[src/rtl/mem_arbiter.sv]
// rtl/mem_arbiter.sv - round-robin arbiter sequencing CPU and debug accesses to one memory port
module mem_arbiter #(
  parameter int ADDR_W      = 16,
  parameter int DATA_W      = 16,
  parameter int WAIT_CYCLES = 1
) (
  input  logic              clk,
  input  logic              rst,
  input  logic              cpu_req,
  input  logic              cpu_we,
  input  logic [ADDR_W-1:0] cpu_addr,
  input  logic [DATA_W-1:0] cpu_wdata,
  output logic              cpu_ack,
  input  logic              dbg_req,
  input  logic              dbg_we,
  input  logic [ADDR_W-1:0] dbg_addr,
  input  logic [DATA_W-1:0] dbg_wdata,
  output logic              dbg_ack,
  output logic [DATA_W-1:0] rdata,
  output logic [ADDR_W-1:0] mem_addr,
  output logic [DATA_W-1:0] mem_wdata,
  output logic              mem_read,
  output logic              mem_write,
  input  logic [DATA_W-1:0] mem_rdata,
  output logic              busy,
  output logic              owner
);

  typedef enum logic [1:0] {
    IDLE   = 2'd0,
    ACCESS = 2'd1,
    DONE   = 2'd2
  } state_t;

  // The counter is loaded at grant and runs down to zero; the capture edge is
  // the one that sees zero, giving the memory WAIT_CYCLES full cycles after
  // the strobe has been registered by it.
  localparam logic [3:0] WAIT_LD = 4'(WAIT_CYCLES);

  state_t            state_q, state_d;
  logic [3:0]        cnt_q, cnt_d;
  logic              last_gnt_q, last_gnt_d;
  logic              owner_q, owner_d;
  logic              we_q, we_d;
  logic              busy_q, busy_d;
  logic              cpu_ack_q, cpu_ack_d;
  logic              dbg_ack_q, dbg_ack_d;
  logic              mem_read_q, mem_read_d;
  logic              mem_write_q, mem_write_d;
  logic [ADDR_W-1:0] mem_addr_q, mem_addr_d;
  logic [DATA_W-1:0] mem_wdata_q, mem_wdata_d;
  logic [DATA_W-1:0] rdata_q, rdata_d;
  logic              win;

  // Next-state and registered-output computation for the access sequencer.
  always_comb begin
    state_d     = state_q;
    cnt_d       = cnt_q;
    last_gnt_d  = last_gnt_q;
    owner_d     = owner_q;
    we_d        = we_q;
    mem_addr_d  = mem_addr_q;
    mem_wdata_d = mem_wdata_q;
    rdata_d     = rdata_q;
    mem_read_d  = 1'b0;
    mem_write_d = 1'b0;
    cpu_ack_d   = 1'b0;
    dbg_ack_d   = 1'b0;
    win         = 1'b0;
    case (state_q)
      IDLE: begin
        if (cpu_req || dbg_req) begin
          // Contested: whoever was not granted last time wins.
          win         = (cpu_req && dbg_req) ? ~last_gnt_q : dbg_req;
          owner_d     = win;
          last_gnt_d  = win;
          we_d        = win ? dbg_we : cpu_we;
          mem_addr_d  = win ? dbg_addr : cpu_addr;
          mem_wdata_d = win ? dbg_wdata : cpu_wdata;
          mem_write_d = win ? dbg_we : cpu_we;
          mem_read_d  = win ? ~dbg_we : ~cpu_we;
          cnt_d       = WAIT_LD;
          state_d     = ACCESS;
        end
      end
      ACCESS: begin
        if (cnt_q == 4'd0) begin
          if (!we_q) begin
            rdata_d = mem_rdata;
          end
          if (owner_q) begin
            dbg_ack_d = 1'b1;
          end else begin
            cpu_ack_d = 1'b1;
          end
          state_d = DONE;
        end else begin
          cnt_d = cnt_q - 4'd1;
        end
      end
      DONE: begin
        state_d = IDLE;
      end
      default: begin
        state_d = IDLE;
      end
    endcase
    busy_d = (state_d != IDLE);
  end

  // State and output registers; reset aborts any transaction without an ack.
  always_ff @(posedge clk) begin
    if (rst) begin
      state_q     <= IDLE;
      cnt_q       <= 4'd0;
      last_gnt_q  <= 1'b1;
      owner_q     <= 1'b0;
      we_q        <= 1'b0;
      busy_q      <= 1'b0;
      cpu_ack_q   <= 1'b0;
      dbg_ack_q   <= 1'b0;
      mem_read_q  <= 1'b0;
      mem_write_q <= 1'b0;
      mem_addr_q  <= '0;
      mem_wdata_q <= '0;
      rdata_q     <= '0;
    end else begin
      state_q     <= state_d;
      cnt_q       <= cnt_d;
      last_gnt_q  <= last_gnt_d;
      owner_q     <= owner_d;
      we_q        <= we_d;
      busy_q      <= busy_d;
      cpu_ack_q   <= cpu_ack_d;
      dbg_ack_q   <= dbg_ack_d;
      mem_read_q  <= mem_read_d;
      mem_write_q <= mem_write_d;
      mem_addr_q  <= mem_addr_d;
      mem_wdata_q <= mem_wdata_d;
      rdata_q     <= rdata_d;
    end
  end

  assign cpu_ack   = cpu_ack_q;
  assign dbg_ack   = dbg_ack_q;
  assign rdata     = rdata_q;
  assign mem_addr  = mem_addr_q;
  assign mem_wdata = mem_wdata_q;
  assign mem_read  = mem_read_q;
  assign mem_write = mem_write_q;
  assign busy      = busy_q;
  assign owner     = owner_q;

endmodule

[config.mk]
export PLATFORM = sky130hd
export DESIGN_NAME = mem_arbiter
export DESIGN_NICKNAME = d
export VERILOG_FILES = /design/src/rtl/mem_arbiter.sv
export SDC_FILE = /design/constraint.sdc
export NUM_CORES = 1
export LEC_CHECK = 0
export ABC_CLOCK_PERIOD_IN_PS = 1750
export BUFFER_PORTS_ARGS = -buffer_cell sky130_fd_sc_hd__buf_4
export CAP_MARGIN = 30
export CORE_MARGIN = 2
export CORE_UTILIZATION = 30
export CTS_BUF_LIST = sky130_fd_sc_hd__clkbuf_8
export DETAILED_ROUTE_END_ITERATION = 10
export PLACE_DENSITY = 0.67
export SYNTH_ARGS = -nofsm -noshare
export SYNTH_HDL_FRONTEND = slang
export SYNTH_SLANG_ARGS = --single-unit
[constraint.sdc]
create_clock -name clk -period 1.75 [get_ports clk]
set_input_delay 0.35 -clock clk [delete_from_list [all_inputs] [get_ports clk]]
set_output_delay 0.35 -clock clk [all_outputs]
set_load 0.02 [all_outputs]
# ---- After elaboration in Yosys (flattened, before gate mapping)
# Index checks and enable logic that the tools add are counted.
dict set report totals {
  register_bits 62
  in_bits 86
  out_inout_bits 54
  elab_cells 49
}
dict set report classes {
  add_sub_neg 1
  eq_ne 3
  n_mux 13
  bitwise 8
  n_reduce_logical 11
}
# op n
set ops {}
lappend ops {{$mux 16} 2}
lappend ops {{$mux 4} 2}
lappend ops {{$not 1->1} 8}
lappend ops {{$pmux 4 s2} 1}
lappend ops {{$reduce_and 3->1} 2}
lappend ops {{$reduce_or 3->1} 2}
lappend ops {{$mux 1} 5}
lappend ops {{$logic_not 4->1} 1}
lappend ops {{$mux 2} 2}
lappend ops {{$ne 2x2->1 const B} 2}
lappend ops {{$pmux 2 s2} 1}
lappend ops {{$reduce_bool 2->1} 2}
lappend ops {{$sub 4x1->4 const B} 1}
lappend ops {{$eq 2x1->1 const B} 1}
lappend ops {{$logic_not 2->1} 1}
lappend ops {{$reduce_and 2->1} 1}
lappend ops {{$logic_and 1x1->1} 1}
lappend ops {{$logic_or 1x1->1} 1}

# ---- Logic depth before layout (Yosys ltp)
dict set report logic_depth {
  word_depth 4
  depth_mapped 7
  depth_no_buf 5
}

# ---- Worst setup path before layout
# Ideal clock, no wire load.
dict set report synth_timing {
  kind {reg-to-reg}
  start {reg cnt_q[0]}
  end {reg rdata_q[1], in the netlist rdata[1]}
  setup_time_ps 132
  arrival_time_ps 1453
  t_required_ps 1618
  setup_slack_ps 165
  path_stages_with_launch 8
  path_buffers 2
  synth_period_minus_slack_ps 1585
  path_cell_list {dfxtp_1 -> inv_1 -> ha_1 -> or3b_2 -> buf_2 -> buf_6 -> o21ai_0 -> a21oi_1}
}
dict set report synth_between {
  elab_chain_len 2
}
# element line
set synth_rtl {}
lappend synth_rtl {{from (decl)} 41} ;# logic [3:0] cnt_q, cnt_d;
lappend synth_rtl {{from (signal assigned)} 129} ;# cnt_q <= cnt_d;
lappend synth_rtl {{$logic_not 4->1} 87} ;# if (cnt_q == 4'd0) begin
lappend synth_rtl {{$reduce_and 3->1 (no source line)} n/a}
lappend synth_rtl {{to (signal assigned)} 140} ;# rdata_q <= rdata_d;
lappend synth_rtl {{to (decl)} 52} ;# logic [DATA_W-1:0] rdata_q, rdata_d;
# Every way passes these cells.
# A chain may end at the register's enable or synchronous reset.

# ---- Worst setup path in the final report
dict set report layout_timing {
  start {reg state_q[0]}
  end {reg mem_wdata_q[2], in the netlist mem_wdata[2]}
}
dict set report layout_between {
  elab_chain_len 2
}
# element line
set layout_rtl {}
lappend layout_rtl {{from (decl)} 40} ;# state_t state_q, state_d;
lappend layout_rtl {{from (signal assigned)} 128} ;# state_q <= state_d;
lappend layout_rtl {{$logic_not 2->1} 70} ;# case (state_q)
lappend layout_rtl {{$reduce_and 2->1 (no source line)} n/a}
lappend layout_rtl {{to (signal assigned)} 139} ;# mem_wdata_q <= mem_wdata_d;
lappend layout_rtl {{to (decl)} 51} ;# logic [DATA_W-1:0] mem_wdata_q, mem_wdata_d;
# Every way passes these cells.

==> flow_summary.json <==
{
  "ir_drop_mv": 0.3980,
  "synth_area_leaders": "dfxtp_1 (46%), o2bb2ai_2 (16%), mux2i_1 (12%)",
  "async_flop_share": 0,
  "cts-root-buf": "clkbuf_8",
  "antenna_found_initial": 0,
  "synth_nets": 329,
  "wl_per_cell_um": 14.48,
  "period_needed_ns": 1.588,
  "rows": 34,
  "syn2layout_area_growth_pct": 49.35,
  "synth_largest_area_cell": "dfxtp_1",
  "setup_viol": 0,
  "vias": 2395,
  "synth_edf_count": 0,
  "yosys.area.top_type_share": 0.4571,
  "p_leak_nw": 1.772,
  "p_per_area_mw_per_mm2": 927.8,
  "slowest_stage": "or3_2",
  "synth_compound_area_frac": 0.2710,
  "maxSlewViolCount": 0,
  "slowest_delay_ns": 0.48,
  "coreArea_mm2": 0.008763,
  "endpoint_kind": "flop",
  "htreeDepth": 3,
  "outcome": "finished clean",
  "clock_latency_ns": 0.33,
  "start_kind": "flop",
  "gr-total-overflow": 0,
  "numPortBuffers": 139,
  "tritoncts": "yes",
  "rsz0062_at_grt": "no",
  "path_clk_slew_ns": 0.07,
  "dp_hpwl_um": 5475,
  "cp_cell_sequence": "or2_4 -> or3_2 -> buf_4 -> o2bb2ai_1",
  "worst_ep_required_time_ns": 2.01,
  "r2r_slack_ns": 0.16,
  "drt-vias-per-instance": 4.838,
  "drt_iter0_markers": 56,
  "dieArea_mm2": 0.009828,
  "synth_top_family_by_area": "compound AO/OA/AOI/OAI gates",
  "hold_violations": 0,
  "skew_ns": 0.008796,
  "cap_violations": 0,
  "start_util": 0.3098,
  "detail-route-antenna-nets": 0,
  "fin_crit_sh": 0.9076,
  "gp_routability_congestion": 0.7120,
  "synth_fa_ha_area_frac": 0.004608,
  "synth_xor_xnor_area_share": 0,
  "cts_made_buffers": 9,
  "worst-setup-path-type": "reg -> reg",
  "drc_errors": 0,
  "synth_area_mm2": 0.002715,
  "postSynthCellCount": 242,
  "ios": 140,
  "max_slew.worst_pin.slew_ns": 0.4394,
  "cts.sinks": 62,
  "fin_nets": 469,
  "fmax_mhz": 629.6,
  "grt_max_degree": 27,
  "tns_ns": 0,
  "die_x_um": 99.14,
  "grt_pass1_vias": 2376,
  "cp.arrival_ns": 1.84,
  "drtPass1Iterations": 4,
  "grt_pass1_wl_um": 11340,
  "synth_top_flop_cell": "dfxtp_1",
  "syn_avg_cell_area_um2": 11.22,
  "synth_mux_area_frac": 0.1217,
  "synthSimpleGateAreaFrac": 0.09078,
  "ys_types": 39,
  "synth-seq-cells": 62,
  "layout-drive-gt1-share": 0.5194,
  "yosysWarnings": 0,
  "grt_util_all_layers": 0.1428,
  "drt_wl_total_um": 7166,
  "crit_fanout": 20,
  "min_path_type": "in -> reg",
  "diodes": 0,
  "die_h_um": 99.14,
  "timing.slew.headroom": 0.7071,
  "seq_area_frac_synth": 0.4571,
  "clockBufferDepth": 2,
  "fin_util": 0.4627
}
## final timing paths
kind | startpoint | to | cells after the start
setup / recovery | state_q[0] | mem_wdata[2] | 4
hold / removal | mem_rdata[1] | rdata[1] | 3
setup reg to reg | state_q[0] | mem_wdata[2] | 4
hold reg to reg | mem_wdata[2] | mem_wdata[2] | 1
## synth_stat cells, types with 3 or more instances
cell type / n
buf_8: 3
nand3_1: 16
mux2i_1: 33
dfxtp_1: 62
nand2_1: 3
clkbuf_1: 5
nor2b_1: 4
buf_2: 11
o21ai_0: 19
or3_1: 3
o2bb2ai_2: 29
nor2_1: 3
a21oi_1: 20
o2bb2ai_1: 4
## metrics by stage
step / cell area, um^2 / total power [mW] / instances / setup WS, ns / hold slack (ns)
after floorplan: 2715 / 2.293 / 242 / 0.1652 / 0.4657
after global placement: 3885 / 2.728 / 479 / 0.1592 / 0.4466
after detailed placement: 3885 / 2.746 / 479 / 0.1073 / 0.4507
after CTS: 4053 / 3.815 / 495 / 0.09379 / 0.2620
after global routing: 4055 / 3.974 / 495 / 0.07919 / 0.2692
final: 4055 / 3.762 / 495 / 0.1617 / 0.2773
## where the power goes
group | total (mW) | switching [mW] | leakage, nW | internal [mW]
clock network | 1.05 | 0.520 | 0.0944 | 0.534
logic | 1.06 | 0.550 | 1.17 | 0.506
registers | 1.65 | 0.0986 | 0.509 | 1.55
## cells by family (layout without fill, tap and decap cells)
logic type,Yosys count,after routing
AO/OA/AOI/OAI,81,81
flip-flops,62,62
AND/OR/NAND/NOR,42,42
multiplexers,33,33
buffers and inverters,23,168
adder cells (fa/ha/maj),1,1
## layout by cell type (no fill, tap or decap), types with 2 or more instances in the layout
master,instances
nor2_1,3
nand3_1,16
clkbuf_8,10
nand2_1,3
buf_12,2
nor3b_2,2
clkinv_2,3
or3_1,2
inv_1,4
nor2b_1,4
dfxtp_1,62
o2bb2ai_2,29
mux2i_1,33
buf_4,148
o2bb2ai_1,4
o21ai_0,19
a21oi_1,20
## area by class of cell
cell class / instances / area (um^2)
fillers: 820 / 4708
multi-input cells: 157 / 1353
flip-flops and latches: 62 / 1241
repair buffers: 150 / 1151
clock buffers: 10 / 137.6
well taps: 108 / 135.1
clock inverters: 6 / 30.03
inverters: 2 / 7.507
## worst max-delay path: cells and delay by family, from the launching register on
family | cells | cell delay (ns)
compound gates | 1 | 0.17
buf+inv | 1 | 0.25
flops | 1 | 0.34
simple gates | 2 | 0.76
## routing by layer
metal	share of wire	up-vias	track usage
li1	-	1180	-
met1	0.41	1097	0.1753
met2	0.46	108	0.2339
met3	0.11	10	0.04849
met4	0.014	0	0.05058
met5	0	-	0
## flip-flops by register name, indices dropped and copies added, names as in the netlist, 2 cells and up
register,flops
mem_wdata,16
mem_addr,16
rdata,16
state_q,2
cnt_q,4
## repair_timing
action                     in CTS  in global routing
setup buffers                   0                  0
hold buffers                    0                  0
gates resized for setup         0                  1
setup endpoints to repair       0                 13
No activity file was read; power rests on OpenSTA's default activity.
